<file path="src/rtl/tnn_pkg.sv">
// Shared types and helper functions for the temporal neural network gamma/STDP blocks.
package tnn_pkg;

    typedef enum logic [2:0] {
        NONE,
        CAPTURE,
        BACKOFF,
        SEARCH,
        MINUS
    } stdp_case_e;

    function automatic int unsigned wmax_of(input int unsigned wres);
        return (32'd1 << wres) - 32'd1;
    endfunction

    function automatic int unsigned phase_w(input int unsigned len);
        return (len > 1) ? $clog2(len) : 1;
    endfunction

endpackage

</file>
<file path="src/rtl/spike_pulse_gen.sv">
// Per-synapse input capture, WMAX-wide spike pulse generator and STDP decision.
module spike_pulse_gen
    import tnn_pkg::*;
#(
    parameter int unsigned WRES = 3,
    parameter int unsigned CW   = 5
) (
    input  logic          clk,
    input  logic          rstb,
    input  logic          clr,
    input  logic          in_win,
    input  logic          strobe,
    input  logic          decide,
    input  logic          out_cap,
    input  logic [CW-1:0] t_out,
    input  logic [CW-1:0] gamma_cnt,
    output logic          spike_pulse,
    output logic          inc,
    output logic          dec
);

    localparam int unsigned WMAX = wmax_of(WRES);

    logic            cap_q,   cap_d;
    logic [CW-1:0]   t_in_q,  t_in_d;
    logic [WRES-1:0] cnt_q,   cnt_d;
    logic            pulse_q, pulse_d;
    logic            inc_q,   inc_d;
    logic            dec_q,   dec_d;
    logic            accept;
    stdp_case_e      stdp_case;

    always_comb begin
        accept    = in_win & strobe & ~cap_q;
        cap_d     = cap_q;
        t_in_d    = t_in_q;
        cnt_d     = cnt_q;
        stdp_case = NONE;

        if (clr) begin
            cap_d = 1'b0;
        end else if (accept) begin
            cap_d  = 1'b1;
            t_in_d = gamma_cnt;
        end

        // Pulse is high for the WMAX cycles after capture; counter value 1 marks the last one.
        if (accept) begin
            cnt_d = WRES'(WMAX);
        end else if (cnt_q != '0) begin
            cnt_d = cnt_q - WRES'(1);
        end
        pulse_d = accept | (cnt_q > WRES'(1));

        if (cap_q && out_cap) begin
            stdp_case = (t_in_q <= t_out) ? CAPTURE : BACKOFF;
        end else if (cap_q) begin
            stdp_case = SEARCH;
        end else if (out_cap) begin
            stdp_case = MINUS;
        end

        inc_d = decide & ((stdp_case == CAPTURE) | (stdp_case == SEARCH));
        dec_d = decide & ((stdp_case == BACKOFF) | (stdp_case == MINUS));
    end

    always_ff @(posedge clk) begin
        if (!rstb) begin
            cap_q   <= 1'b0;
            t_in_q  <= '0;
            cnt_q   <= '0;
            pulse_q <= 1'b0;
            inc_q   <= 1'b0;
            dec_q   <= 1'b0;
        end else begin
            cap_q   <= cap_d;
            t_in_q  <= t_in_d;
            cnt_q   <= cnt_d;
            pulse_q <= pulse_d;
            inc_q   <= inc_d;
            dec_q   <= dec_d;
        end
    end

    assign spike_pulse = pulse_q;
    assign inc         = inc_q;
    assign dec         = dec_q;

endmodule

</file>
<file path="src/rtl/gamma_stdp_ctrl.sv">
// Gamma-cycle sequencer: phase counter, gamma reset pulse, output spike capture and per-synapse STDP.
module gamma_stdp_ctrl
    import tnn_pkg::*;
#(
    parameter int unsigned P         = 8,
    parameter int unsigned WRES      = 3,
    parameter int unsigned GAMMA_LEN = 32
) (
    input  logic                            clk,
    input  logic                            rstb,
    input  logic [P-1:0]                    in_strobe,
    input  logic                            out_spike,
    input  logic                            stdp_en,
    output logic                            grst,
    output logic [P-1:0]                    spike_pulse,
    output logic [P-1:0]                    inc,
    output logic [P-1:0]                    dec,
    output logic [phase_w(GAMMA_LEN)-1:0]   gamma_cnt
);

    localparam int unsigned CW     = phase_w(GAMMA_LEN);
    localparam int unsigned WMAX   = wmax_of(WRES);
    localparam int unsigned LAST   = GAMMA_LEN - 1;
    localparam int unsigned IN_HI  = GAMMA_LEN - 1 - WMAX;
    localparam int unsigned OUT_HI = GAMMA_LEN - 2;

    logic [CW-1:0] cnt_q,     cnt_d;
    logic          grst_q,    grst_d;
    logic          out_cap_q, out_cap_d;
    logic [CW-1:0] t_out_q,   t_out_d;
    logic          at_zero;
    logic          at_last;
    logic          in_win;
    logic          out_win;
    logic          decide;

    always_comb begin
        at_zero   = (cnt_q == '0);
        at_last   = (cnt_q == CW'(LAST));
        cnt_d     = at_last ? '0 : cnt_q + CW'(1);
        grst_d    = at_last;
        in_win    = !at_zero && (cnt_q <= CW'(IN_HI));
        out_win   = !at_zero && (cnt_q <= CW'(OUT_HI));
        decide    = at_last & stdp_en;
        out_cap_d = out_cap_q;
        t_out_d   = t_out_q;

        // Boundary cycle wipes the previous gamma's output capture.
        if (at_zero) begin
            out_cap_d = 1'b0;
            t_out_d   = '0;
        end else if (out_win && out_spike && !out_cap_q) begin
            out_cap_d = 1'b1;
            t_out_d   = cnt_q;
        end
    end

    always_ff @(posedge clk) begin
        if (!rstb) begin
            cnt_q     <= '0;
            grst_q    <= 1'b0;
            out_cap_q <= 1'b0;
            t_out_q   <= '0;
        end else begin
            cnt_q     <= cnt_d;
            grst_q    <= grst_d;
            out_cap_q <= out_cap_d;
            t_out_q   <= t_out_d;
        end
    end

    for (genvar i = 0; i < P; i++) begin : g_syn
        spike_pulse_gen #(
            .WRES (WRES),
            .CW   (CW)
        ) u_syn (
            .clk         (clk),
            .rstb        (rstb),
            .clr         (at_zero),
            .in_win      (in_win),
            .strobe      (in_strobe[i]),
            .decide      (decide),
            .out_cap     (out_cap_q),
            .t_out       (t_out_q),
            .gamma_cnt   (cnt_q),
            .spike_pulse (spike_pulse[i]),
            .inc         (inc[i]),
            .dec         (dec[i])
        );
    end

    assign grst      = grst_q;
    assign gamma_cnt = cnt_q;

endmodule
</file>
<file path="config.mk">
export PLATFORM = sky130hd
export DESIGN_NAME = gamma_stdp_ctrl
export DESIGN_NICKNAME = d
export VERILOG_FILES = /design/src/rtl/tnn_pkg.sv /design/src/rtl/spike_pulse_gen.sv /design/src/rtl/gamma_stdp_ctrl.sv
export SDC_FILE = /design/constraint.sdc
export NUM_CORES = 1
export LEC_CHECK = 0
export ABC_AREA = 1
export BUFFER_PORTS_ARGS = -buffer_cell sky130_fd_sc_hd__buf_4
export CAP_MARGIN = 20
export CORE_UTILIZATION = 57
export CTS_BUF_LIST = sky130_fd_sc_hd__clkbuf_4 sky130_fd_sc_hd__clkbuf_8
export CTS_CLUSTER_SIZE = 30
export DETAILED_ROUTE_END_ITERATION = 6
export GPL_TIMING_DRIVEN = 0
export PLACE_DENSITY = 0.79
export RECOVER_POWER = 25
export SKIP_LAST_GASP = 1
export SYNTH_ARGS = -nofsm -noshare
export SYNTH_HDL_FRONTEND = slang
export SYNTH_SLANG_ARGS = --single-unit
</file>
<file path="constraint.sdc">
create_clock -name clk -period 1.75 [get_ports clk]
set_clock_uncertainty 0.1 [all_clocks]
set_input_delay 0.2625 -clock clk [delete_from_list [all_inputs] [get_ports clk]]
set_output_delay 0.2625 -clock clk [all_outputs]
set_load 0.02 [all_outputs]
</file>
==> metrics.md <==
| Metric | Value |
|---|---|
| Main synth FF type | `dfxtp_1` |
| Setup slack after layout | `-69.19 ps` |
| Clock Pin Slew Worst Setup and Hold Paths | `110 ps` |
| Worst-Skew Late Latency | `390 ps` |
| Max-slew violations | `0` |
| Area Growth Syn to Fin | `18.50%` |
| Die Y | `103.5 µm` |
| Worst hold path type | `input port to flip-flop` |
| Placed insts | `954` |
| Die W | `103.5 µm` |
| Vias per cell | `5.069` |
| Worst R2R Start | `gamma_cnt[1]` |
| Post-Route WL | `14.01 mm` |
| Post-layout instance area | `6958 µm²` |
| Tcrit/Tclk final | `104.0%` |
| Sum Neg Setup Slack | `-69.19 ps` |
| Fin util | `70.54%` |
| Final Hold Fails | `0` |
| Largest net degree at the start of global routing | `19` |
| Syn. warnings | `0` |
| Die Area | `10710 µm²` |
| Non-Filler Instances | `990` |
| Row cnt | `36` |
| Count leader, synth | `nand2_1` |
| FF-to-FF End | `g_syn[0].u_syn.t_in_q[1]` |
| Worst Path Arrival | `2000 ps` |
| CTS tree | `built` |
| Core footprint | `9864 µm²` |
| Post-synth EDFFs | `0` |
| LEAKAGE | `3.553 nW` |
| GRT Total Usage | `26.04%` |
| Post-synth top area cell | `dfxtp_1` |
| Mapped cell area | `5872 µm²` |
| Drt pass-1 iters | `4` |
| WHS Endpoint | `t_out_q[0]` |
| Starting Density | `59.53%` |
| Post-route antenna net violation count | `0` |
| # diodes | `0` |
| I/O pins | `42` |
| Fmax | `549.7 MHz` |
| Overall power | `8.167 mW` |
| Min Clock Period, post-route | `1819 ps` |
| Wirelength per Cell | `14.15 µm` |
| Rel. slew slack | `60.24%` |
| FF-to-FF path depth | `10` |
| Area after DPL | `6342 µm²` |
| Top cells by area, synth | `dfxtp_1 (37%), ha_1 (14%), nand2_1 (12%), inv_1 (7.7%), nor2_1 (7.0%)` |
| Slew @ Worst Pin | `596.5 ps` |
| Worst setup EP type | `flip-flop` |
| MaxCap Viol Count | `0` |
| Synth Area per Inst | `7.518 µm²` |
| Grt total ovfl | `0` |
| Net Count, Synth | `860` |
| Register area share after synthesis | `36.82%` |
| First-pass GRT wire length | `20.93 mm` |
| H-Tree Depth | `3` |
| Reg2reg setup slack | `-70 ps` |
| Asr flop ratio synth | `0%` |
| Nets | `931` |
| Violated checks | `setup timing` |
| Vias post-DR | `5018` |
| Startpoint types | `flip-flop` |
| Placer Congestion | `0.8518` |
| WHS | `98.30 ps` |
| DRC Markers | `0` |
| Layout cell share with drive strength beyond 1 | `17.15%` |
| Met3 WL | `830 µm` |
| Setup Viol. Count Final | `1` |
| Vias in the first global route | `4488` |
| Clock buffer count from CTS | `9` |
| Critical path type | `flip-flop to flip-flop` |
| Pre-CTS setup slack | `-410.2 ps` |
| Worst EP required | `1930 ps` |
| Critical path peak fanout | `8` |
| Fill count | `758` |
| Initial DRC count | `200` |
| Detailed placement HPWL | `8.803 mm` |
| Metal-1 WL | `5.543 mm` |
| Min-delay src | `out_spike` |
| Clock buffer depth | `2` |
| Post-synth top cells | `nand2_1 (195), inv_1 (120), nor2_1 (110), dfxtp_1 (108), ha_1 (67)` |
| PwrDens | `1174 nW/µm²` |
| Outcome | `complete, but fails checks` |
| RSZ-0062 raised after global routing | `yes` |
| Met2 wire length | `7.038 mm` |
| DR top layer | `met4` |
| IO Port Bufs | `40` |
| WHS Path Cells | `4` |
| Mapped Cells | `781` |
| Initial antenna violation count | `0` |
| Clock Tree Root | `clkbuf_8` |
| Peak supply drop | `0.0008417 V` |
| Area share of the largest cell type after synthesis | `36.82%` |
| Distinct cells, synth | `25` |
| Flops & latches, synth | `108` |
| Clock sink total | `108` |
## cells in the final DEF (no fill, tap or decap), types with 3 or more instances in the layout
master      Yosys  final
buf_4          25     49
a31oi_1         8      7
clkbuf_8        0      9
a21oi_1        52     43
buf_12          1      6
a21oi_2         0      8
clkbuf_1        7     34
buf_8           0      4
nand2_4         3      4
ha_4            0      5
nor2_1        110    102
xor2_1         16     16
nor2_2          1      8
nand3_1        18     17
inv_1         120    114
o21ai_0        11     11
buf_6           8      8
ha_1           67     61
o21bai_1        8      8
dfxtp_1       108    102
buf_2           6      3
dfxtp_2         0      4
clkinvlp_4      0      4
inv_2           3      4
nand2_1       195    193
nand3b_4        8      8
## worst max-delay path by stage
| stage | from | endpoint | slack [ps] | cells after the start |
|---|---|---|---|---|
| finish | gamma_cnt[1] | g_syn[0].u_syn.t_in_q[1] | -70 | 10 |
| floorplan | gamma_cnt[1] | g_syn[0].u_syn.t_in_q[2] | 20 | 11 |
| global route | gamma_cnt[1] | g_syn[0].u_syn.t_in_q[1] | -110 | 11 |
| CTS | gamma_cnt[3] | g_syn[6].u_syn.dec | -30 | 8 |
| global placement | gamma_cnt[2] | g_syn[2].u_syn.dec | -410 | 8 |
| detailed placement | gamma_cnt[2] | g_syn[6].u_syn.dec | -410 | 8 |
## critical path, cell delays in order (launching register included)
cell       delay (ps)
dfxtp_4           360
buf_8             120
inv_4              50
ha_4              120
buf_4             120
nand2_4            70
nand2_8           170
nand3b_4          130
bufbuf_16         290
nor2_1            110
nor2_1             80
## power breakdown
part	leakage (nW)	internal [mW]	switching, mW	total (mW)
logic	2.55	1.35	1.86	3.22
registers	0.892	2.93	0.300	3.23
clock network	0.110	0.814	0.909	1.72
total	3.55	5.09	3.07	8.17
## layer usage
metal | track usage, % | vias to the layer above
met3 | 3.831 | 48
met5 | 0 | -
li1 | - | 2510
met2 | 48.40 | 160
met1 | 30.12 | 2300
met4 | 9.642 | 0
## flip-flops by register name, indices dropped and copies added, names as in the netlist
register and flops:
out_cap_q 1, gamma_cnt 5, g_syn.u_syn.cnt_q 24, g_syn.u_syn.inc 8
g_syn.u_syn.dec 8, t_out_q 5, g_syn.u_syn.spike_pulse 8, g_syn.u_syn.cap_q 8
grst 1, g_syn.u_syn.t_in_q 40
## timing repair
| item | CTS | global route |
|---|---|---|
| endpoints found under the hold margin | 0 | 0 |
| gates resized for setup | 24 | 41 |
| gates cloned | 4 | 0 |
| setup buffers | 5 | 12 |
| pin swaps | 3 | 11 |
| hold buffers | 0 | 0 |
| setup endpoints to repair | 92 | 81 |
## final cells by class
cell class | instances | area (µm²) | share of cell area, %
Buffer | 46 | 376.6 | 5.413
Multi-Input combinational cell | 503 | 3068 | 44.09
Clock inverter | 7 | 98.84 | 1.421
Tap cell | 133 | 166.4 | 2.392
Clock buffer | 9 | 123.9 | 1.780
Inverter | 123 | 478.0 | 6.869
Sequential cell | 108 | 2175 | 31.25
Timing Repair Buffer | 61 | 471.7 | 6.779
## kinds of logic after synthesis
family | count (synthesis) | share of synthesized area [%]
fa+ha+maj | 67 | 14.28
flops | 108 | 36.82
xor+xnor | 16 | 2.386
compound gates | 79 | 7.245
simple gates | 341 | 25.38
buf+inv | 170 | 13.89
No activity file was read; power rests on OpenSTA's default activity.
